File: src/rtl/repairmb_lane_decider_if.sv
`default_nettype none
// ============================================================================
// Module      : repairmb_lane_decider_if
// Description : Degrade-message channel between the REPAIRMB lane decider
//               (master) and the sideband message encoder / partner response
//               path (slave). Carries the valid/ready degrade message and the
//               partner's echoed lane code.
// Revision    : 1.0 - initial release
// ============================================================================
interface repairmb_lane_decider_if;
  logic       o_degrade_valid;
  logic [1:0] o_functional_lanes;
  logic       i_degrade_ready;
  logic       i_resp_valid;
  logic [1:0] i_resp_lanes;

  modport master (
    output o_degrade_valid,
    output o_functional_lanes,
    input  i_degrade_ready,
    input  i_resp_valid,
    input  i_resp_lanes
  );

  modport slave (
    input  o_degrade_valid,
    input  o_functional_lanes,
    output i_degrade_ready,
    output i_resp_valid,
    output i_resp_lanes
  );
endinterface
`default_nettype wire

File: src/rtl/repairmb_lane_decider.sv
`default_nettype none
// ============================================================================
// Module      : repairmb_lane_decider
// Description : MBINIT REPAIRMB initiator sequencer. Encodes per-lane test
//               results into a 2-bit functional-lane code, sends it over the
//               degrade channel, checks the partner echo and requests one
//               retest for a half-width result. Ends in DONE or ERROR.
//               Optional wait-state timeout: define REPAIRMB_TIMEOUT_EN.
// Revision    : 1.0 - initial release
// ============================================================================
module repairmb_lane_decider #(
  parameter int NUM_LANES      = 16,
  parameter int TIMEOUT_CYCLES = 800000
) (
  input  wire logic                 CLK,
  input  wire logic                 rst,
  input  wire logic                 i_en,
  input  wire logic                 i_result_valid,
  input  wire logic [NUM_LANES-1:0] i_lane_pass,
  repairmb_lane_decider_if.master   deg,
  output logic                      o_req_retest,
  output logic                      o_done,
  output logic                      o_train_error,
  output logic [1:0]                o_lanes_final
);

  localparam int c_half = NUM_LANES / 2;

  typedef enum logic [2:0] {
    ST_IDLE        = 3'd0,
    ST_WAIT_RESULT = 3'd1,
    ST_ENCODE      = 3'd2,
    ST_SEND        = 3'd3,
    ST_WAIT_RESP   = 3'd4,
    ST_DONE        = 3'd5,
    ST_ERROR       = 3'd6
  } state_t;

  state_t               r_state;
  state_t               w_next;
  logic [NUM_LANES-1:0] r_lanes;
  logic [1:0]           r_cur_code;
  logic [1:0]           r_first_code;
  logic                 r_second_round;
  logic [1:0]           w_code;
  logic [1:0]           w_cur_code_nxt;
  logic [1:0]           w_first_code_nxt;
  logic                 w_second_round_nxt;
  logic                 w_retest;
  logic                 w_timeout;

  // bit0 = lower half all pass, bit1 = upper half all pass
  assign w_code = {&r_lanes[NUM_LANES-1:c_half], &r_lanes[c_half-1:0]};

`ifdef REPAIRMB_TIMEOUT_EN
  localparam int                 c_tmo_w    = $clog2(TIMEOUT_CYCLES + 1);
  localparam logic [c_tmo_w-1:0] c_tmo_last = c_tmo_w'(TIMEOUT_CYCLES - 1);

  logic [c_tmo_w-1:0] r_tmo_cnt;
  logic               w_in_wait;

  assign w_in_wait = (r_state == ST_WAIT_RESULT) || (r_state == ST_SEND) ||
                     (r_state == ST_WAIT_RESP);
  assign w_timeout = w_in_wait && (r_tmo_cnt == c_tmo_last);

  // Wait-state cycle counter; any state change restarts it so every wait
  // state is entered with a count of zero
  always_ff @(posedge CLK) begin
    if (rst)                   r_tmo_cnt <= '0;
    else if (w_next != r_state) r_tmo_cnt <= '0;
    else if (w_in_wait)        r_tmo_cnt <= r_tmo_cnt + c_tmo_w'(1);
  end
`else
  assign w_timeout = 1'b0;
  // Timeout disabled: the parameter stays on the port list so both builds
  // share one instantiation footprint
  if (TIMEOUT_CYCLES > 0) begin : g_tmo_disabled
  end
`endif

  // Next-state and next-value logic; i_en low overrides everything
  always_comb begin
    w_next             = r_state;
    w_cur_code_nxt     = r_cur_code;
    w_first_code_nxt   = r_first_code;
    w_second_round_nxt = r_second_round;
    w_retest           = 1'b0;
    case (r_state)
      ST_IDLE: begin
        if (i_en) begin
          w_next             = ST_WAIT_RESULT;
          w_second_round_nxt = 1'b0;
        end
      end
      ST_WAIT_RESULT: begin
        if (i_result_valid) w_next = ST_ENCODE;
        else if (w_timeout) w_next = ST_ERROR;
      end
      ST_ENCODE: begin
        w_cur_code_nxt = w_code;
        // A retest that disagrees with the first result is a hard failure
        if (r_second_round && (w_code != r_first_code)) w_next = ST_ERROR;
        else                                            w_next = ST_SEND;
      end
      ST_SEND: begin
        if (deg.i_degrade_ready) w_next = ST_WAIT_RESP;
        else if (w_timeout)      w_next = ST_ERROR;
      end
      ST_WAIT_RESP: begin
        if (deg.i_resp_valid) begin
          if ((deg.i_resp_lanes != r_cur_code) || (r_cur_code == 2'b00)) begin
            w_next = ST_ERROR;
          end else if ((r_cur_code == 2'b11) || r_second_round) begin
            w_next = ST_DONE;
          end else begin
            w_first_code_nxt   = r_cur_code;
            w_second_round_nxt = 1'b1;
            w_retest           = 1'b1;
            w_next             = ST_WAIT_RESULT;
          end
        end else if (w_timeout) begin
          w_next = ST_ERROR;
        end
      end
      ST_DONE:  w_next = ST_DONE;
      ST_ERROR: w_next = ST_ERROR;
      default:  w_next = ST_IDLE;
    endcase
    if (!i_en) begin
      w_next   = ST_IDLE;
      w_retest = 1'b0;
    end
  end

  // State and datapath registers
  always_ff @(posedge CLK) begin
    if (rst) begin
      r_state        <= ST_IDLE;
      r_lanes        <= '0;
      r_cur_code     <= 2'b00;
      r_first_code   <= 2'b00;
      r_second_round <= 1'b0;
    end else begin
      r_state        <= w_next;
      r_cur_code     <= w_cur_code_nxt;
      r_first_code   <= w_first_code_nxt;
      r_second_round <= w_second_round_nxt;
      if ((r_state == ST_WAIT_RESULT) && i_result_valid) r_lanes <= i_lane_pass;
    end
  end

  // Registered outputs, decoded from the state being entered
  always_ff @(posedge CLK) begin
    if (rst) begin
      deg.o_degrade_valid    <= 1'b0;
      deg.o_functional_lanes <= 2'b00;
      o_req_retest           <= 1'b0;
      o_done                 <= 1'b0;
      o_train_error          <= 1'b0;
      o_lanes_final          <= 2'b00;
    end else begin
      deg.o_degrade_valid    <= (w_next == ST_SEND);
      deg.o_functional_lanes <= (w_next == ST_SEND) ? w_cur_code_nxt : 2'b00;
      o_req_retest           <= w_retest;
      o_done                 <= (w_next == ST_DONE);
      o_train_error          <= (w_next == ST_ERROR);
      o_lanes_final          <= (w_next == ST_DONE) ? w_cur_code_nxt : 2'b00;
    end
  end

endmodule
`default_nettype wire

File: src/flat_wrapper.sv
// flat-port wrapper written by rule: the top's interface ports become plain ports
module repairmb_lane_decider_flat 
#(
  parameter int NUM_LANES      = 16,
  parameter int TIMEOUT_CYCLES = 800000
)
  (CLK, rst, i_en, i_result_valid, i_lane_pass, o_req_retest, o_done, o_train_error, o_lanes_final, deg_o_degrade_valid, deg_o_functional_lanes, deg_i_degrade_ready, deg_i_resp_valid, deg_i_resp_lanes);
  repairmb_lane_decider_if deg_i ();
  input  wire logic CLK;
  input  wire logic rst;
  input  wire logic i_en;
  input  wire logic i_result_valid;
  input  wire logic [NUM_LANES-1:0] i_lane_pass;
  output logic o_req_retest;
  output logic o_done;
  output logic o_train_error;
  output logic [1:0] o_lanes_final;
  output wire logic [$bits(deg_i.o_degrade_valid)-1:0] deg_o_degrade_valid;
  output wire logic [$bits(deg_i.o_functional_lanes)-1:0] deg_o_functional_lanes;
  input wire logic [$bits(deg_i.i_degrade_ready)-1:0] deg_i_degrade_ready;
  input wire logic [$bits(deg_i.i_resp_valid)-1:0] deg_i_resp_valid;
  input wire logic [$bits(deg_i.i_resp_lanes)-1:0] deg_i_resp_lanes;
  assign deg_o_degrade_valid = deg_i.o_degrade_valid;
  assign deg_o_functional_lanes = deg_i.o_functional_lanes;
  assign deg_i.i_degrade_ready = deg_i_degrade_ready;
  assign deg_i.i_resp_valid = deg_i_resp_valid;
  assign deg_i.i_resp_lanes = deg_i_resp_lanes;
  repairmb_lane_decider #(.NUM_LANES(NUM_LANES), .TIMEOUT_CYCLES(TIMEOUT_CYCLES)) u_core (.CLK(CLK), .rst(rst), .i_en(i_en), .i_result_valid(i_result_valid), .i_lane_pass(i_lane_pass), .deg(deg_i), .o_req_retest(o_req_retest), .o_done(o_done), .o_train_error(o_train_error), .o_lanes_final(o_lanes_final));
endmodule
File: config.mk
export PLATFORM = sky130hd
export DESIGN_NAME = repairmb_lane_decider_flat
export DESIGN_NICKNAME = d
export VERILOG_FILES = /design/src/rtl/repairmb_lane_decider_if.sv /design/src/rtl/repairmb_lane_decider.sv /design/src/flat_wrapper.sv
export SDC_FILE = /design/constraint.sdc
export NUM_CORES = 1
export LEC_CHECK = 0
export ABC_AREA = 1
export BUFFER_PORTS_ARGS = -buffer_cell sky130_fd_sc_hd__buf_2
export CORE_UTILIZATION = 25
export CTS_BUF_LIST = sky130_fd_sc_hd__clkbuf_8
export CTS_CLUSTER_DIAMETER = 150
export CTS_CLUSTER_SIZE = 25
export DETAILED_ROUTE_END_ITERATION = 12
export SLEW_MARGIN = 20
export SYNTH_ARGS = -nofsm -noshare
export SYNTH_HDL_FRONTEND = slang
export SYNTH_SLANG_ARGS = --single-unit
File: constraint.sdc
create_clock -name CLK -period 1.45 [get_ports CLK]
set_input_delay 0.0725 -clock CLK [delete_from_list [all_inputs] [get_ports CLK]]
set_output_delay 0.0725 -clock CLK [all_outputs]
set_load 0.02 [all_outputs]
-- Word-level counts from Yosys, hierarchy flattened
Index checks and enable logic that the tools add are counted.
- eq/ne operators: 16
- mux-type cells: 15
- bitwise operators: 7
- reductions and logical operators: 14
- operators by type and width (kind ; number):
    3-bit 2-to-1 mux ; 7
    3-bit case mux with 7 select lines ; 1
    8-bit AND reduction ; 2
    3-bit equality test (second input constant) ; 5
    3-bit by 2-bit equality test with 1-bit output (second input constant) ; 3
    2-bit inequality test (second input constant) ; 4
    1-bit inverter ; 7
    1-bit 2-to-1 mux ; 5
    5-bit AND reduction ; 1
    5-bit OR reduction ; 1
    2-bit inequality test ; 2
    4-bit AND reduction ; 1
    2-bit OR reduction ; 2
    3-bit by 1-bit equality test with 1-bit output (second input constant) ; 1
    3-bit logical NOT ; 1
    2-bit equality test (second input constant) ; 1
    1-bit logical AND ; 2
    2-bit logical NOT ; 1
    1-bit logical OR ; 2
    2-bit 2-to-1 mux ; 1
    1-bit case mux with 2 select lines ; 1
    2-bit nonzero test ; 1
- bits in registers: 32
- input bits: 24
- output and inout bits: 8
- word-level logic and storage cells: 63

-- Longest topological paths before layout
Gate-level depths: netlist (run 1).
- word-level depth: 10
- depth in mapped cells: 11
- mapped depth without buffers: 11

-- Worst setup path before layout (run 1)
No wires, ideal clock.
- kind: flip-flop to flip-flop
- from: register u_core.r_state[0]
- to: register u_core.o_lanes_final[0]
- setup time: 0.130 ns
- data arrival time: 1.109 ns
- data required time: 1.320 ns
- slack: 0.211 ns
- stages on the path, launching flop included: 10
- buffers on the path: 0
- clock period less this slack: 1.239 ns
- cell sequence: dfxtp_1 > inv_2 > nor3_2 > nand2_4 > inv_4 > nor2_1 > nand3_2 > nor2_1 > nand2_1 > nor3_1
- word-level cells in the longest chain between the ends: 6
- elaborated cells between the ends (all ways): 16
- those cells by class: eq/ne: 7; mux: 6; bitwise: 1; reduce/logical: 2
- RTL lines (element ; RTL line ; text):
    start: declaration ; repairmb_lane_decider.sv:39 ; state_t r_state;
    start signal: assignment ; repairmb_lane_decider.sv:144 ; r_state <= w_next;
    3-bit equality test, or another cell as far along ; repairmb_lane_decider.sv:88 ; case (r_state)
    3-bit case mux with 7 select lines ; repairmb_lane_decider.sv:88 ;
    3-bit 2-to-1 mux ; repairmb_lane_decider.sv:129 ; if (!i_en) begin
    3-bit equality test ; repairmb_lane_decider.sv:167 ; o_lanes_final <= (w_next == ST_DONE) ? w_cur_code_nxt : 2'b00;
    1-bit inverter (no source line) ; n/a ;
    2-bit OR reduction (no source line) ; n/a ;
    end signal: assignment ; repairmb_lane_decider.sv:167 ;
    end: declaration ; repairmb_lane_decider.sv:24 ; output logic [1:0] o_lanes_final
Parallel ways exist; a longest one is shown, timed or not.
A chain may end at the register's enable or synchronous reset.

-- Worst setup path in the final report (run 1)
- from: register u_core.r_state[1]
- to: register u_core.o_lanes_final[0]
The elaborated chain is that of the path after synthesis.

==> flow_summary.json, run 1 <==
{
  "critical_path_arrival_ns": 1.60,
  "grt_pass1_vias": 1161,
  "maxSlewHeadroom_pct": 68.2,
  "rows": 26,
  "drive_gt1_share_pct": 32.9,
  "syn_to_final_growth_pct": 32.3,
  "core_um2": 5140,
  "synthArstFlopShare_pct": 0,
  "synth-seq-cells": 32,
  "tritoncts": "done",
  "fmax_mhz": 721,
  "antenna_found_initial": 0,
  "grt_usage_pct": 11.7,
  "hold_buffers": 0,
  "overflow": 0,
  "first_pass_iters": 4,
  "wire_per_inst_um": 10.0,
  "synth_nets": 210,
  "dr_wl_met2_um": 1370,
  "cp.required_ns": 1.66,
  "hold_viol_final": 0,
  "dp_hpwl_um": 2210,
  "total_power_mw": 1.90,
  "reg2regPathDepth": 7,
  "crit_fanout": 6,
  "nNetsFinal": 248,
  "antenna_left": 0,
  "grt_pass1_wl_um": 4840,
  "yosysSeqAreaShare_pct": 47.8,
  "yosysWarningCount": 0,
  "clock_sinks": 32,
  "hold_path_class": "in -> reg",
  "p_switching_uw": 431,
  "viasPerCell": 4.32,
  "yosys.cell_types.count": 24,
  "routed_wl_um": 2960,
  "end_kind": "flop",
  "tightestPinTransition_ns": 0.472,
  "clk_latency_ns": 0.28,
  "clockBufferDepth": 2,
  "synthFlopType": "dfxtp_1",
  "sw_frac_of_total_pct": 22.7,
  "clk_pin_slew_ns": 0.07,
  "drt_iter0_markers": 43,
  "layout_commonest_cell": "nor2_1",
  "root_buffer": "clkbuf_8",
  "clockPowerShare_pct": 43.5,
  "min_period_over_period_pct": 95.7,
  "die_area_um2": 5660,
  "sequentialPowerShare_pct": 48.5,
  "wl_met3_um": 149,
  "p_comb_share_pct": 8.0,
  "p_per_area_nw_per_um2": 1070,
  "grt_max_degree": 19,
  "avgSynthCellArea_um2": 7.21,
  "timing.hold.ws_ns": 0.0335,
  "synth_edf_count": 0,
  "fillers": 598,
  "ios": 32,
  "outcome": "completed",
  "layout_min_cycle_time_ns": 1.39,
  "crit_type": "reg -> reg",
  "dr_total_vias": 1274,
  "met1_length_um": 1380,
  "p_leak_nw": 0.756,
  "start_util_pct": 26.1,
  "drc": 0,
  "vdd_drop_max_mv": 0.390,
  "hold_path_depth": 3,
  "skew_ns": 0.00658,
  "dpl-instance-area_um2": 1590,
  "setup_violations": 0,
  "maxUsedRoutingLayer": "met4",
  "maxSlewViolCount": 0,
  "cts_made_buffers": 5,
  "cp-start-kind": "flop",
  "gp_congestion": 0.804,
  "intPower_mw": 1.47,
  "antenna_cells": 0,
  "netlist_area_um2": 1340,
  "fp.dieH_um": 75.2,
  "cap_violations": 0,
  "die_w_um": 75.2,
  "post-route-cell-area_um2": 1770,
  "layout_common_cells": "nor2_1, buf_2, dfxtp_1, nand2_1, o21ai_0",
  "netlist_instances": 186,
  "portBuffers": 31,
  "htreeDepth": 2
}
[registers in the layout, indices dropped and copies added, names as in the netlist]
signal                         count
u_core.r_second_round              1
u_core.o_done                      1
u_core.r_first_code                2
u_core.r_lanes                    16
u_core.r_state                     3
u_core.r_cur_code                  2
u_core.deg.o_degrade_valid         1
u_core.o_lanes_final               2
u_core.deg.o_functional_lanes      2
u_core.o_train_error               1
u_core.o_req_retest                1
[critical path, stage by stage (launching register included)]
cell	delay [ns]
dfxtp_2	0.35
nor2_1	0.18
nand2_2	0.12
nor3_2	0.22
nor2_1	0.07
nand2_1	0.12
nand2_2	0.09
nor3_2	0.16
[per-layer routing]
layer	GRT usage, %	vias up
li1	-	666
met2	18.5	29
met1	14.1	573
met4	5.56	0
met3	4.28	6
met5	0	-
[synth_stat cells, types with 2 or more instances]
| cell type | n | area share (%) |
|---|---|---|
| nand2_1 | 33 | 9.2 |
| nor3_1 | 5 | 1.9 |
| inv_1 | 16 | 4.5 |
| dfxtp_1 | 32 | 48 |
| nand4_1 | 2 | 0.93 |
| clkbuf_1 | 2 | 0.56 |
| a21oi_1 | 5 | 1.9 |
| nand3_1 | 6 | 2.2 |
| o21ai_0 | 23 | 8.6 |
| nor2_1 | 48 | 13 |
[per-stage QoR]
| stage | setup slack (ns) | util (%) | cells | setup TNS (ns) |
|---|---|---|---|---|
| 2_1_floorplan | 0.211 | - | 186 | 0 |
| 3_3_place_gp | 0.0939 | 30.9 | 286 | 0 |
| 3_5_place_dp | 0.0324 | 30.9 | 286 | 0 |
| 4_1_cts | 0.0239 | 33.0 | 294 | 0 |
| 5_1_grt | -0.0851 | 34.5 | 295 | -0.147 |
| 6_report | 0.0622 | 34.5 | 295 | 0 |
[power groups by stage]
| stage | Clock, mW | Sequential [mW] | Combinational [mW] |
|---|---|---|---|
| 6_report | 0.827 | 0.924 | 0.152 |
| 5_1_grt | 0.884 | 0.926 | 0.175 |
| 4_1_cts | 0.850 | 0.922 | 0.144 |
| 3_5_place_dp | 0 | 0.942 | 0.144 |
| 3_3_place_gp | 0 | 0.942 | 0.143 |
| 2_1_floorplan | 0 | 0.939 | 0.0873 |
[cell families (layout without fill, tap and decap cells)]
kind of cell	after synthesis	after routing	synth area share [%]
compound gates	29	29	11.0
xor+xnor	1	1	0.653
buf+inv	21	60	6.16
flops	32	32	47.8
simple gates	103	103	34.4
[path summary, 6_finish.rpt]
check,startpoint,end,slack [ns]
setup reg to reg,u_core.r_state[1],u_core.o_lanes_final[0],0.06
hold / removal,i_lane_pass[2],u_core.r_lanes[2],0.03
hold reg to reg,u_core.r_lanes[2],u_core.r_lanes[2],0.48
setup / recovery,u_core.r_state[1],u_core.o_lanes_final[0],0.06
[area by class of cell]
cell class	count	area, µm²	share of cell area (%)
sequential	32	647	36.5
clock buffer	5	68.8	3.88
tap	70	87.6	4.94
clock inverter	3	38.8	2.19
multi-input combinational	133	684	38.6
timing repair buffer	34	178	10.0
inverter	18	70.1	3.95
[timing repair]
action	4_1_cts	5_1_grt
setup endpoints to repair	0	13
setup buffers	0	1
resized for setup	0	26
Note: power is estimated with default switching activity, not from simulation.
==> run 2: changes to the inputs <==
- MAX_ROUTING_LAYER: default -> met4
- clock period: 1.45 -> 1.6 ns (I/O delays scaled with it)
==> run 2 against run 1 <==
Sequential cell count stayed put. Hold slack better by 0.010 ns. Global-route usage is 0.35 points higher. First-iteration DRC count is 51% higher. Die area stayed put. Clock-buffer cell count stayed put. Critical path type unchanged.
==> flow_summary.json, run 2 (same netlist as run 1, synthesis figures left out) <==
{
  "outcome": "completed",
  "root_buffer": "clkbuf_8",
  "hold_viol_final": 0,
  "antenna_found_initial": 0,
  "layout_commonest_cell": "nor2_1",
  "cp.required_ns": 1.80,
  "ios": 32,
  "die_area_um2": 5660,
  "instances_no_fill": 294,
  "clk_pin_slew_ns": 0.07,
  "multi_input_area_um2": 621,
  "cap_violations": 0,
  "post_cts_buffers": 0,
  "largest_reg_flops": 16,
  "wire_per_inst_um": 9.66,
  "pre_cts_ws_ns": 0.195,
  "finalSetupTns_ns": 0,
  "setup_violations": 0,
  "clk_latency_ns": 0.28,
  "reg2reg_to": "u_core.o_lanes_final[0]",
  "portBuffers": 31,
  "crit_fanout": 6,
  "routed_wl_um": 2840,
  "dp.cells": 286,
  "dr_total_vias": 1255,
  "vdd_drop_max_mv": 0.420,
  "core_um2": 5140,
  "hold_path_class": "in -> reg",
  "die_w_um": 75.2,
  "layout_min_cycle_time_ns": 1.42,
  "drive_gt1_share_pct": 22.3,
  "antenna_left": 0,
  "maxSlewHeadroom_pct": 70.3,
  "drc": 0,
  "syn_to_final_growth_pct": 26.5,
  "skew_ns": 0.00813,
  "nNetsFinal": 247,
  "clockBufferDepth": 2,
  "cts_made_buffers": 5,
  "regArea_um2": 641,
  "overflow": 0,
  "fin_util_pct": 33.0,
  "crit_type": "reg -> reg",
  "critical_path_arrival_ns": 1.62,
  "crit_path_end": "u_core.o_lanes_final[0]",
  "reg_top3": "u_core.r_lanes x16, u_core.r_state x3",
  "total_power_mw": 1.71,
  "post-route-cell-area_um2": 1700,
  "fmax_mhz": 707,
  "cp-start-kind": "flop",
  "grt_pass1_vias": 1165,
  "reg2regPathDepth": 8,
  "rsz0062_at_grt": "false",
  "end_kind": "flop",
  "drt_iter0_markers": 65,
  "gp_congestion": 0.814,
  "fp.dieH_um": 75.2,
  "grt_max_degree": 19,
  "dpl-instance-area_um2": 1590,
  "dp_hpwl_um": 2190,
  "top_register": "u_core.r_lanes",
  "p_per_area_nw_per_um2": 1010,
  "r2r_start": "u_core.r_state[1]",
  "timing.hold.ws_ns": 0.0437,
  "layout_common_cells": "nor2_1, nand2_1, dfxtp_1, buf_2, o21ai_0",
  "first_pass_iters": 4,
  "antenna_cells": 0,
  "maxSlewViolCount": 0,
  "grt_pass1_wl_um": 4920,
  "viasPerCell": 4.27,
  "grt_usage_pct": 12.0,
  "rrSetupSlack_ns": 0.18,
  "rows": 26,
  "p_leak_nw": 0.740,
  "fin_ws_ns": 0.185,
  "htreeDepth": 2,
  "tightestPinTransition_ns": 0.445,
  "clock_sinks": 32,
  "crit_path_start": "u_core.r_state[1]",
  "tritoncts": "done",
  "min_period_over_period_pct": 88.5,
  "fillers": 595,
  "start_util_pct": 26.1
}
run 2: changes by cell type in the layout (fill, tap and decap cells not counted), moves of 2 or more:
cell / before / now
dfxtp_1: 27 / 32
dfxtp_2: 5 / 0
nand2_1: 25 / 33
nand2_2: 9 / 1
nor3_1: 1 / 5
nor3_2: 5 / 1
o21ai_0: 21 / 23
o21ai_1: 2 / 0
run 2: layout make-up:
type / count / share of cell area, %
repair buffers: 33 / 10.0
clock buffers: 5 / 4.06
well taps: 70 / 5.16
clock inverters: 3 / 2.29
multi-input cells: 133 / 36.6
flip-flops and latches: 32 / 37.8
inverters: 18 / 4.13
run 2: worst min path at each step:
stage | startpoint | endpoint | slack, ns | depth (start not counted)
2_1_floorplan | rst | u_core.r_second_round | 0.15 | 1
3_3_place_gp | i_lane_pass[15] | u_core.r_lanes[15] | 0.33 | 3
4_1_cts | i_lane_pass[8] | u_core.r_lanes[8] | 0.04 | 3
5_1_grt | i_lane_pass[9] | u_core.r_lanes[9] | 0.06 | 3
6_report | i_lane_pass[2] | u_core.r_lanes[2] | 0.04 | 3
3_5_place_dp | i_lane_pass[8] | u_core.r_lanes[8] | 0.34 | 3
run 2: worst max-delay path, stage by stage (launching register included):
cell and delay, ns:
dfxtp_1 0.43, inv_1 0.09, nor2_2 0.14, inv_1 0.09, nor2_4 0.14, nand3_1 0.12
nand2_1 0.07, nand2_1 0.09, nor3_1 0.17
run 2: power by group:
group	internal (mW)	switching, mW	total (mW)
Combinational	0.0538	0.0744	0.128
Clock	0.455	0.287	0.742
Sequential	0.822	0.0147	0.836
Total	1.33	0.376	1.71
run 2: what timing repair did:
item | in CTS | in global routing
resized for setup | 0 | 1
setup endpoints to repair | 0 | 1
hold buffers | 0 | 0
run 2: metal layers:
metal / vias up / GRT usage (%) / wire length (µm)
li1: 665 / - / -
met1: 555 / 14.5 / 1360
met2: 29 / 18.6 / 1270
met3: 6 / 3.75 / 158
met4: 0 / 4.94 / 48
met5: - / - / 0
==> run 3: changes to the inputs <==
==> constraint.sdc (replaced) <==
create_clock -name CLK -period 1.6 [get_ports CLK]
set_input_delay 0.32 -clock CLK [delete_from_list [all_inputs] [get_ports CLK]]
set_output_delay 0.32 -clock CLK [all_outputs]
set_load 0.02 [all_outputs]
==> run 3 against run 2 <==
Hold slack improved by 0.24 ns. Non-clock buffer count decreased by 1. Total power grew 6.5%. Sequential power is essentially flat. Sequential cell count unchanged. Clock power is 15% higher. Largest power group is now clock.
==> flow_summary.json, run 3 (same netlist as run 1, synthesis figures left out) <==
{
  "p_comb_share_pct": 7.0,
  "use_met1_pct": 15.4,
  "fin_ws_ns": 0.151,
  "wire_per_inst_um": 9.98,
  "antenna_found_initial": 0,
  "grt_pass1_vias": 1099,
  "pre_cts_ws_ns": 0.165,
  "start_util_pct": 26.1,
  "clock_sinks": 32,
  "crit_type": "reg -> reg",
  "dr_total_vias": 1254,
  "layout_min_cycle_time_ns": 1.45,
  "antenna_left": 0,
  "sw_frac_of_total_pct": 21.7,
  "layout_commonest_cell": "nor2_1",
  "crit_fanout": 6,
  "maxSlewViolCount": 0,
  "largest_reg_flops": 16,
  "overflow": 0,
  "top_register": "u_core.r_lanes",
  "tightestPinTransition_ns": 0.450,
  "viasPerCell": 4.28,
  "dp_hpwl_um": 2160,
  "portBuffers": 31,
  "hold_viol_final": 0,
  "grtUsageMet3_pct": 4.02,
  "fmax_mhz": 690,
  "timing.hold.ws_ns": 0.281,
  "gp_congestion": 0.833,
  "reg2regPathDepth": 8,
  "slowest_delay_ns": 0.43,
  "reg_top3": "u_core.r_lanes x16, u_core.r_state x3",
  "htreeDepth": 2,
  "crit_path_start": "u_core.r_state[1]",
  "cts_made_buffers": 5,
  "rsz0062_at_grt": "false",
  "critical_path_depth": 8,
  "antenna_cells": 0,
  "syn_to_final_growth_pct": 27.1,
  "min_period_over_period_pct": 90.6,
  "end_kind": "flop",
  "die_area_um2": 5660,
  "drive_gt1_share_pct": 22.0,
  "postCtsResizedCells": 0,
  "intPower_mw": 1.42,
  "cp-start-kind": "flop",
  "tritoncts": "done",
  "setup_violations": 0,
  "fp.dieH_um": 75.2,
  "p_leak_nw": 0.740,
  "crit_path_end": "u_core.o_lanes_final[1]",
  "fillers": 567,
  "drt_iter0_markers": 44,
  "clockBufferDepth": 2,
  "rrSetupSlack_ns": 0.15,
  "hold_path_class": "in -> reg",
  "rows": 26,
  "core_um2": 5140,
  "skew_ns": 0.0134,
  "clk_latency_ns": 0.29,
  "grt_max_degree": 19,
  "post_cts_buffers": 0,
  "reg2reg_to": "u_core.o_lanes_final[1]",
  "r2r_start": "u_core.r_state[1]",
  "instances_no_fill": 293,
  "vdd_drop_max_mv": 0.378,
  "nNetsFinal": 246,
  "grt_busiest_layer": "met2",
  "drc": 0,
  "cp.required_ns": 1.81,
  "p_switching_uw": 394,
  "maxSlewHeadroom_pct": 69.7,
  "cap_violations": 0,
  "clk_pin_slew_ns": 0.08,
  "routed_wl_um": 2930,
  "slowest_stage": "dfxtp_1",
  "critPathBufInv": 2,
  "die_w_um": 75.2,
  "dp.cells": 285,
  "p_per_area_nw_per_um2": 1070,
  "grt_pass1_wl_um": 4830,
  "use_met2_pct": 16.9,
  "ios": 32,
  "first_pass_iters": 4,
  "finalSetupTns_ns": 0,
  "path_cells": "inv_1 > nor2_2 > inv_1 > nor2_4 > nand3_1 > nand2_1 > nand2_1 > nor3_1",
  "root_buffer": "clkbuf_8",
  "hold_buffers": 0,
  "cp_top_family": "simple AND/OR/NAND/NOR gates",
  "outcome": "completed",
  "sequentialPowerShare_pct": 46.0,
  "layout_common_cells": "nor2_1, nand2_1, dfxtp_1, buf_2, o21ai_0",
  "clockPowerShare_pct": 47.0,
  "grt_usage_pct": 12.1,
  "critical_path_arrival_ns": 1.66
}
run 3: per-stage QoR:
step | util (%) | instance area [µm²] | power (mW)
final | 33.2 | 1710 | 1.82
after global routing | 33.2 | 1710 | 1.90
after CTS | 33.2 | 1710 | 1.84
after detailed placement | 30.7 | 1580 | 0.983
after global placement | 30.7 | 1580 | 0.980
after floorplan | - | 1340 | 0.930
run 3: worst min-delay path, stage by stage:
cell and delay [ns]:
buf_2 0.08, o21ai_0 0.07, nor2_1 0.07
run 3: area by class of cell:
class | count | area (µm²) | share of cell area (%)
sequential | 32 | 641 | 37.6
multi-input combinational | 133 | 618 | 36.2
inverter | 18 | 70.1 | 4.11
tap | 70 | 87.6 | 5.14
timing repair buffer | 32 | 163 | 9.54
clock inverter | 1 | 30.0 | 1.76
clock buffer | 7 | 96.3 | 5.65
run 3: worst min path at each step:
stage                           start                    end  slack (ns)  cells after the start
global route          i_lane_pass[10]     u_core.r_lanes[10]        0.29                      3
detailed placement  u_core.r_lanes[2]      u_core.r_lanes[2]        0.47                      2
global placement    u_core.r_lanes[9]      u_core.r_lanes[9]        0.46                      2
floorplan                         rst  u_core.r_second_round        0.39                      1
CTS                   i_lane_pass[11]     u_core.r_lanes[11]        0.27                      3
finish                 i_lane_pass[2]      u_core.r_lanes[2]        0.28                      3
run 3: power by group through the flow:
| stage | clock network, mW | logic (mW) | registers (mW) |
|---|---|---|---|
| 2_1_floorplan | 0 | 0.0791 | 0.851 |
| 3_3_place_gp | 0 | 0.127 | 0.853 |
| 3_5_place_dp | 0 | 0.129 | 0.854 |
| 4_1_cts | 0.879 | 0.129 | 0.836 |
| 5_1_grt | 0.909 | 0.149 | 0.839 |
| 6_report | 0.854 | 0.127 | 0.836 |
run 3: metal layers:
layer / wire, µm / vias to the layer above
met1: 1460 / 544
met4: 61 / 0
met5: 0 / -
met3: 191 / 7
met2: 1220 / 36
li1: - / 667
